`src/rtl/tx_pkg.sv`:
```
// tx_pkg: shared state encoding, frame constants and channel tags for the tx arbiter
package tx_pkg;
  typedef enum logic [2:0] {
    IDLE    = 3'd0,
    HDR     = 3'd1,
    ACK_HDR = 3'd2,
    LO      = 3'd3,
    ACK_LO  = 3'd4
  } state_e;
  localparam int SYNC_BIT = 7;
  localparam logic CH1 = 1'b0;
  localparam logic CH2 = 1'b1;
  localparam int ACK_TIMEOUT_DEF = 16;
endpackage

```
`src/rtl/tx_arbiter_rr_arbiter2.sv`:
```
// rr_arbiter2: two-request round-robin grant with a registered last-served pointer
module rr_arbiter2
  import tx_pkg::*;
(
  input  logic       clk,
  input  logic       rst,
  input  logic [1:0] i_req,
  input  logic       i_update,
  input  logic       i_served,
  output logic [1:0] o_grant
);
  logic last_q, last_d;
  // on contention favour the channel not served last; a lone request always wins
  always_comb begin
    o_grant = (&i_req) ? (last_q == CH2 ? 2'b01 : 2'b10) : i_req;
    last_d = i_update ? i_served : last_q;
  end
  // pointer starts at ch2 so ch1 wins the first contention
  always_ff @(posedge clk) begin
    last_q <= rst ? CH2 : last_d;
  end
endmodule

```
`src/rtl/tx_arbiter.sv`:
```
// tx_arbiter: shares one tx_unit between two gate buffers, framing each sample as hdr/lo bytes
module tx_arbiter
  import tx_pkg::*;
#(
  parameter int DATA_SIZE    = 14,
  parameter int TX_DATA_SIZE = 8,
  parameter int ACK_TIMEOUT  = ACK_TIMEOUT_DEF
) (
  input  logic                    i_clock,
  input  logic                    i_reset,
  input  logic                    i_enable,
  input  logic [1:0]              i_ch_mask,
  input  logic                    i_valid_ch1,
  input  logic [DATA_SIZE-1:0]    i_data_ch1,
  output logic                    o_next_ch1,
  input  logic                    i_valid_ch2,
  input  logic [DATA_SIZE-1:0]    i_data_ch2,
  output logic                    o_next_ch2,
  input  logic                    i_txready,
  output logic                    o_send,
  output logic [TX_DATA_SIZE-1:0] o_txdata,
  output logic                    o_busy,
  output logic                    o_tx_error
);
  localparam int CW = $clog2(ACK_TIMEOUT + 1);
  state_e               state_q, state_d;
  logic                 ch_q, ch_d;
  logic [DATA_SIZE-1:0] data_q, data_d;
  logic [CW-1:0]        cnt_q, cnt_d;
  logic                 err_q, err_d;
  logic [1:0]           req, grant;
  logic                 pop, send, update;
  logic [TX_DATA_SIZE-1:0] hdr, lo;
  assign req = {i_valid_ch2 & i_ch_mask[1], i_valid_ch1 & i_ch_mask[0]} & {2{i_enable}};
  rr_arbiter2 u_rr (
    .clk      (i_clock),
    .rst      (i_reset),
    .i_req    (req),
    .i_update (update),
    .i_served (ch_q),
    .o_grant  (grant)
  );
  // frame sequencing: grant/pop, then send each byte and wait for tx_unit to take it
  always_comb begin
    state_d = state_q;
    ch_d = ch_q;
    data_d = data_q;
    cnt_d = cnt_q;
    err_d = err_q;
    pop = 1'b0;
    send = 1'b0;
    update = 1'b0;
    case (state_q)
      IDLE: if (|grant) begin
        pop = 1'b1;
        ch_d = grant[1];
        data_d = grant[1] ? i_data_ch2 : i_data_ch1;
        state_d = HDR;
      end
      HDR, LO: if (i_txready) begin
        send = 1'b1;
        cnt_d = '0;
        state_d = state_q == HDR ? ACK_HDR : ACK_LO;
      end
      ACK_HDR, ACK_LO: if (!i_txready) begin
        update = state_q == ACK_LO;
        state_d = state_q == ACK_HDR ? LO : IDLE;
      end else if (cnt_q == CW'(ACK_TIMEOUT - 1)) begin
        err_d = 1'b1;
        state_d = state_q == ACK_HDR ? HDR : LO;
      end else begin
        cnt_d = cnt_q + CW'(1);
      end
      default: state_d = IDLE;
    endcase
  end
  // byte images of the latched sample; data[0] does not fit and is dropped
  always_comb begin
    hdr = {1'b1, ch_q, data_q[DATA_SIZE-1 -: TX_DATA_SIZE-2]};
    lo = {1'b0, data_q[TX_DATA_SIZE-1:1]};
    o_txdata = (state_q == HDR || state_q == ACK_HDR) ? hdr :
               (state_q == LO || state_q == ACK_LO) ? lo : '0;
    o_next_ch1 = pop & grant[0] & ~i_reset;
    o_next_ch2 = pop & grant[1] & ~i_reset;
    o_send = send & ~i_reset;
    o_busy = state_q != IDLE;
    o_tx_error = err_q;
  end
  // state registers; reset abandons any frame in flight
  always_ff @(posedge i_clock) begin
    if (i_reset) begin
      state_q <= IDLE;
      ch_q <= CH1;
      data_q <= '0;
      cnt_q <= '0;
      err_q <= 1'b0;
    end else begin
      state_q <= state_d;
      ch_q <= ch_d;
      data_q <= data_d;
      cnt_q <= cnt_d;
      err_q <= err_d;
    end
  end
endmodule

```
`config.mk`:
```
export PLATFORM = sky130hd
export DESIGN_NAME = tx_arbiter
export DESIGN_NICKNAME = d
export VERILOG_FILES = /design/src/rtl/tx_pkg.sv /design/src/rtl/tx_arbiter_rr_arbiter2.sv /design/src/rtl/tx_arbiter.sv
export SDC_FILE = /design/constraint.sdc
export NUM_CORES = 1
export LEC_CHECK = 0
export CORE_MARGIN = 10
export CORE_UTILIZATION = 50
export CTS_CLUSTER_SIZE = 8
export DETAILED_ROUTE_END_ITERATION = 10
export PLACE_DENSITY = 0.91
export SYNTH_ARGS = -nofsm -noshare
export SYNTH_HDL_FRONTEND = slang
export SYNTH_SLANG_ARGS = --single-unit
```
`constraint.sdc`:
```
create_clock -name i_clock -period 4.7 [get_ports i_clock]
set_input_delay 1.41 -clock i_clock [delete_from_list [all_inputs] [get_ports i_clock]]
set_output_delay 1.41 -clock i_clock [all_outputs]
set_load 0.005 [all_outputs]
```
# Word level (Yosys, flattened, before mapping)
# Index checks and enable logic that the tools add are counted.
op_classes:
  n_eq_ne: 10
  addsub: 1
  mux: 23
  bitwise: 9
  n_reduce_logical: 13
op_table:
  columns: ["op", "count"]
  rows:
  - ["$mux W3", 5]
  - ["$mux W5", 3]
  - ["$mux W14", 1]
  - ["$pmux W5 S2", 1]
  - ["$pmux W3 S3", 1]
  - ["$mux W2", 4]
  - ["$mux W8", 1]
  - ["$ne A2 B2 Y1 const B", 4]
  - ["$and A1 B1 Y1", 7]
  - ["$mux W7", 1]
  - ["$eq A3 B2 Y1 const B", 2]
  - ["$mux W1", 6]
  - ["$reduce_and A3 Y1", 2]
  - ["$reduce_or A2 Y1", 3]
  - ["$add A5 B1 Y5 const B", 1]
  - ["$eq A5 B4 Y1 const B", 1]
  - ["$reduce_and A2 Y1", 2]
  - ["$reduce_and A4 Y1", 1]
  - ["$eq A3 B1 Y1 const B", 1]
  - ["$eq A3 B3 Y1 const B", 1]
  - ["$logic_not A3 Y1", 1]
  - ["$ne A3 B3 Y1 const B", 1]
  - ["$reduce_bool A3 Y1", 1]
  - ["$and A2 B2 Y2", 1]
  - ["other kinds (3)", 4]
word_totals:
  output_inout_bits: 13
  ff_bits: 25
  inputBits: 36

# Depth between registers and ports, before layout
logic_depth:
  depth_word: 9
  ltp_mapped: 9

# Hierarchy
# From an unflattened synthesis, not the netlist that was laid out.
unflattened:
  hier_cells: 189
  hier_area_um2: 1641.6
modules_own_cells:
  columns: ["module", "cells_per_inst", "n_inst", "area_each_um2"]
  rows:
  - ["tx_arbiter", 182, 1, 1582.8]
  - ["rr_arbiter2", 7, 1, 58.8]

# Least setup slack after synthesis
# No wires, ideal clock.
synth_timing:
  path_type: "input port to output port"
  startpoint: "input port i_reset"
  endpoint: "output port o_send"
  path_stages: 3
  arrival_ps: 2003
  slack_ps: 1287
  required_ps: 3290
  n_path_buf: 2
  path_cell_list: "clkbuf_1 > clkbuf_1 > nor3b_1"
synth_between:
  elab_chain_len: 2
synth_lines:
  columns: ["item", "line_no", "rtl"]
  rows:
  - ["start: declaration", "tx_arbiter.sv:10", "input logic i_reset,"]
  - ["$not A1 Y1", "tx_arbiter.sv:85", "o_send = send & ~i_reset;"]
  - ["$and A1 B1 Y1", "tx_arbiter.sv:85", null]
  - ["end: declaration", "tx_arbiter.sv:20", "output logic o_send,"]
# No other way between the ends.

# Worst setup path in the final report
layout_timing:
  startpoint: "input port i_txready"
  endpoint: "output port o_send"
layout_between:
  elab_chain_len: 3
layout_lines:
  columns: ["item", "line_no", "rtl"]
  rows:
  - ["start: declaration", "tx_arbiter.sv:19", "input logic i_txready,"]
  - ["$mux W1", "tx_arbiter.sv:60", "HDR, LO: if (i_txready) begin"]
  - ["$mux W1", "tx_arbiter.sv:53", "case (state_q)"]
  - ["$and A1 B1 Y1", "tx_arbiter.sv:85", null]
# No other way between the ends.

==> impl_metrics.tcl <==
set metrics [dict create \
    run_status "complete, no violations" \
    cts_tree "done" \
    setup.worst_path.class "in2out" \
    cts.sinks 24 \
    ys.flop_type "dfxtp_1" \
    wl_per_cell_um 13.82 \
    detail-route-antenna-nets 0 \
    rsz0062_at_grt "false" \
    synthCells 196 \
    cts_htree_levels 1 \
    hold-path-cell-count 2 \
    n_fill_cell 265 \
    layout-drive-gt1-share 0.08511 \
    place_ws_ns 0.4391 \
    setup_slack_ns 0.4244 \
    ys_seq_area_frac 0.3048 \
    dp_hpwl_um 2931 \
    syn_to_final_growth_pct 31.67 \
    async_flop_share 0 \
    die_h_um 76.15 \
    routed_via_density 5.412 \
    firstDrtPassIters 5 \
    dp.cells 276 \
    start_util 0.5207 \
    reg2reg_depth 5 \
    hold_end "cnt_q[3]" \
    grt_max_degree 33 \
    post_cts.repair.setup_buffers 0 \
    worstHoldStart "cnt_q[3]" \
    syn_nets 235 \
    nets 276 \
    route.detailed.drc 0 \
    fp.dieW_um 76.15 \
    overflow 0 \
    drt-total-wl_um 3855 \
    drt_iter0_markers 157 \
    synth_edf_count 0 \
    worstPathArrival_ns 2.87 \
    crit_path_max_fanout 7 \
    clk_latency_ns 0.30 \
    total_power_mw 0.4926 \
    path_cells "clkdlybuf4s50_1 > inv_1 > nor3b_1 > clkdlybuf4s50_1" \
    cpMostUsedCell "clkdlybuf4s50_1" \
    period_share 0.9097 \
    max_clock_freq_mhz 233.9 \
    start_kind "input port" \
    grt_pass1_wl_um 6610 \
    clk_path_buf_depth 2 \
    cp_top_family "buffers and inverters" \
    place.gp.congestion 0.8278 \
    numPortBuffers 46 \
    fp-row-count 20 \
    hold_viol 0 \
    yosysWarnings 0 \
    min_period_ns 4.276 \
    first_global_vias 1481 \
    final_cells 279 \
    min_path_type "reg2reg" \
    yosysUniqueCellTypes 43 \
    antenna_cells 0 \
    vdd_drop_max_v 0.0001209 \
    syn_avg_cell_area_sq_um 8.043 \
    slew_headroom 0.1945 \
    antenna_found_initial 0 \
    setup_viol_count_final 0 \
    reg2reg_to "state_q[0]" \
    root_buffer "clkbuf_4" \
    io_pins 49 \
    crit_required_ns 3.29 \
    total_leakage_power_nw 0.7975 \
    critPathMaxStageDelay_ns 0.63 \
    numCtsBuffers 3 \
    die_area_sq_um 5799 \
    regToRegSetupSlack_ns 2.40 \
    core_sq_um 3028 \
    finalClockSkew_ns 0.003635 \
    path_clk_slew_ns 0.12 \
    cts_resized 0 \
    grt_use_total 0.1307 \
    drv_slew 0 \
    worstMarginPinSlew_ns 1.207 \
    hold_buffers 0 \
    fin_setup_tns_ns 0 \
    ys_ff_latch 24 \
    netlist_area_sq_um 1577 \
    cp_num_buf_inv 3 \
    rr_startpoint "state_q[1]" \
    powerDensity_nw_per_um2 237.3 \
    slowest_stage "clkdlybuf4s50_1" \
    cp-end-kind "output pin" \
    vias 1510 \
    maxCapViolCount 0 \
]
[power breakdown]
group          total, mW  switching [mW]  internal [mW]  leakage, nW
registers          0.257          0.0378          0.219        0.196
logic              0.149          0.0615         0.0880        0.588
clock network     0.0861          0.0563         0.0299       0.0138
[cells in the final DEF, fill, tap and decap left out, types with 2 or more instances in the layout]
cell and instances:
mux2_2 7, nand3_1 4, a211oi_1 13, nand2_1 20, nor4_1 2, mux2i_1 14
dfxtp_1 24, nor3b_1 2, nor3_1 5, xnor2_1 3, clkdlybuf4s50_1 46, inv_1 4
ha_1 3, nand2b_1 3, a2111o_1 2, nor2b_1 3, a21oi_1 18, a21boi_0 2
o21ai_0 9, nor2_1 24, buf_4 5, clkbuf_4 3
[metal layers]
metal	wire length, um	global-route usage
met1	1750	0.1572
met2	1726	0.2066
met3	364	0.06132
met4	13	0.02788
met5	0	0
[worst max path at each step]
stage | startpoint | slack (ns) | end | depth (start not counted)
after floorplan | i_reset | 1.29 | o_send | 3
after global placement | i_enable | 0.45 | o_next_ch2 | 4
after detailed placement | i_txready | 0.44 | o_send | 4
after CTS | i_txready | 0.42 | o_send | 4
after global routing | i_txready | 0.33 | o_send | 4
final | i_txready | 0.42 | o_send | 4
[layout make-up]
type,count,area (sq um),share of cell area
clock buffer,3,22.52,0.01085
inverter,4,15.01,0.007233
multi-input combinational,153,1005,0.4840
sequential,24,480.5,0.2315
tap,44,55.05,0.02652
timing repair buffer,51,498.0,0.2399
[state kept, by name, indices dropped and copies added, names as in the netlist]
signal,cells
o_tx_error,1
data_q,13
u_rr.last_q,1
cnt_q,5
state_q,3
ch_q,1
[worst register-to-register path: stages (launching register included)]
cell	delay [ns]
dfxtp_1	1.15
nand2_1	0.12
ha_1	0.25
a21oi_1	0.17
o31ai_1	0.08
a2111oi_0	0.41
[metrics by stage]
step | hold WS, ns | util | instance area, sq um
after CTS | 0.4776 | 0.6855 | 2076
after detailed placement | 0.4598 | 0.6781 | 2053
after floorplan | 0.4384 | - | 1577
final | 0.4774 | 0.6855 | 2076
after global placement | 0.4524 | 0.6781 | 2053
after global routing | 0.5095 | 0.6855 | 2076
[synth_stat cells, types with 2 or more instances]
master    instances  area [sq um]
a2111o_1          2         22.52
nor2b_1           3         18.77
nand2b_1          3         18.77
a21oi_1          18         90.09
nor4_1            2         12.51
ha_1              3         37.54
mux2i_1          14         140.1
xnor2_1           3         26.28
nor3b_1           2         15.01
buf_1             2         7.510
a211oi_1         13         97.59
clkbuf_1          4         15.01
dfxtp_1          24         480.5
o21ai_0           9         45.04
nand2_1          20         75.07
buf_2             7         35.03
a21boi_0          2         15.01
inv_1             4         15.01
nor3_1            5         25.02
mux2_2            7         78.83
nand3_1           4         20.02
nor2_1           24         90.09
[cell families (layout without fill, tap and decap cells)]
| logic type | count (synthesis) | count (layout) | share of synthesized area |
|---|---|---|---|
| compound gates | 52 | 52 | 0.2111 |
| xor+xnor | 4 | 4 | 0.02223 |
| fa+ha+maj | 3 | 3 | 0.02381 |
| buf+inv | 19 | 58 | 0.05793 |
| flops | 24 | 24 | 0.3048 |
| mux | 21 | 21 | 0.1389 |
| simple gates | 73 | 73 | 0.2413 |
(Power assumes the default switching activity.)
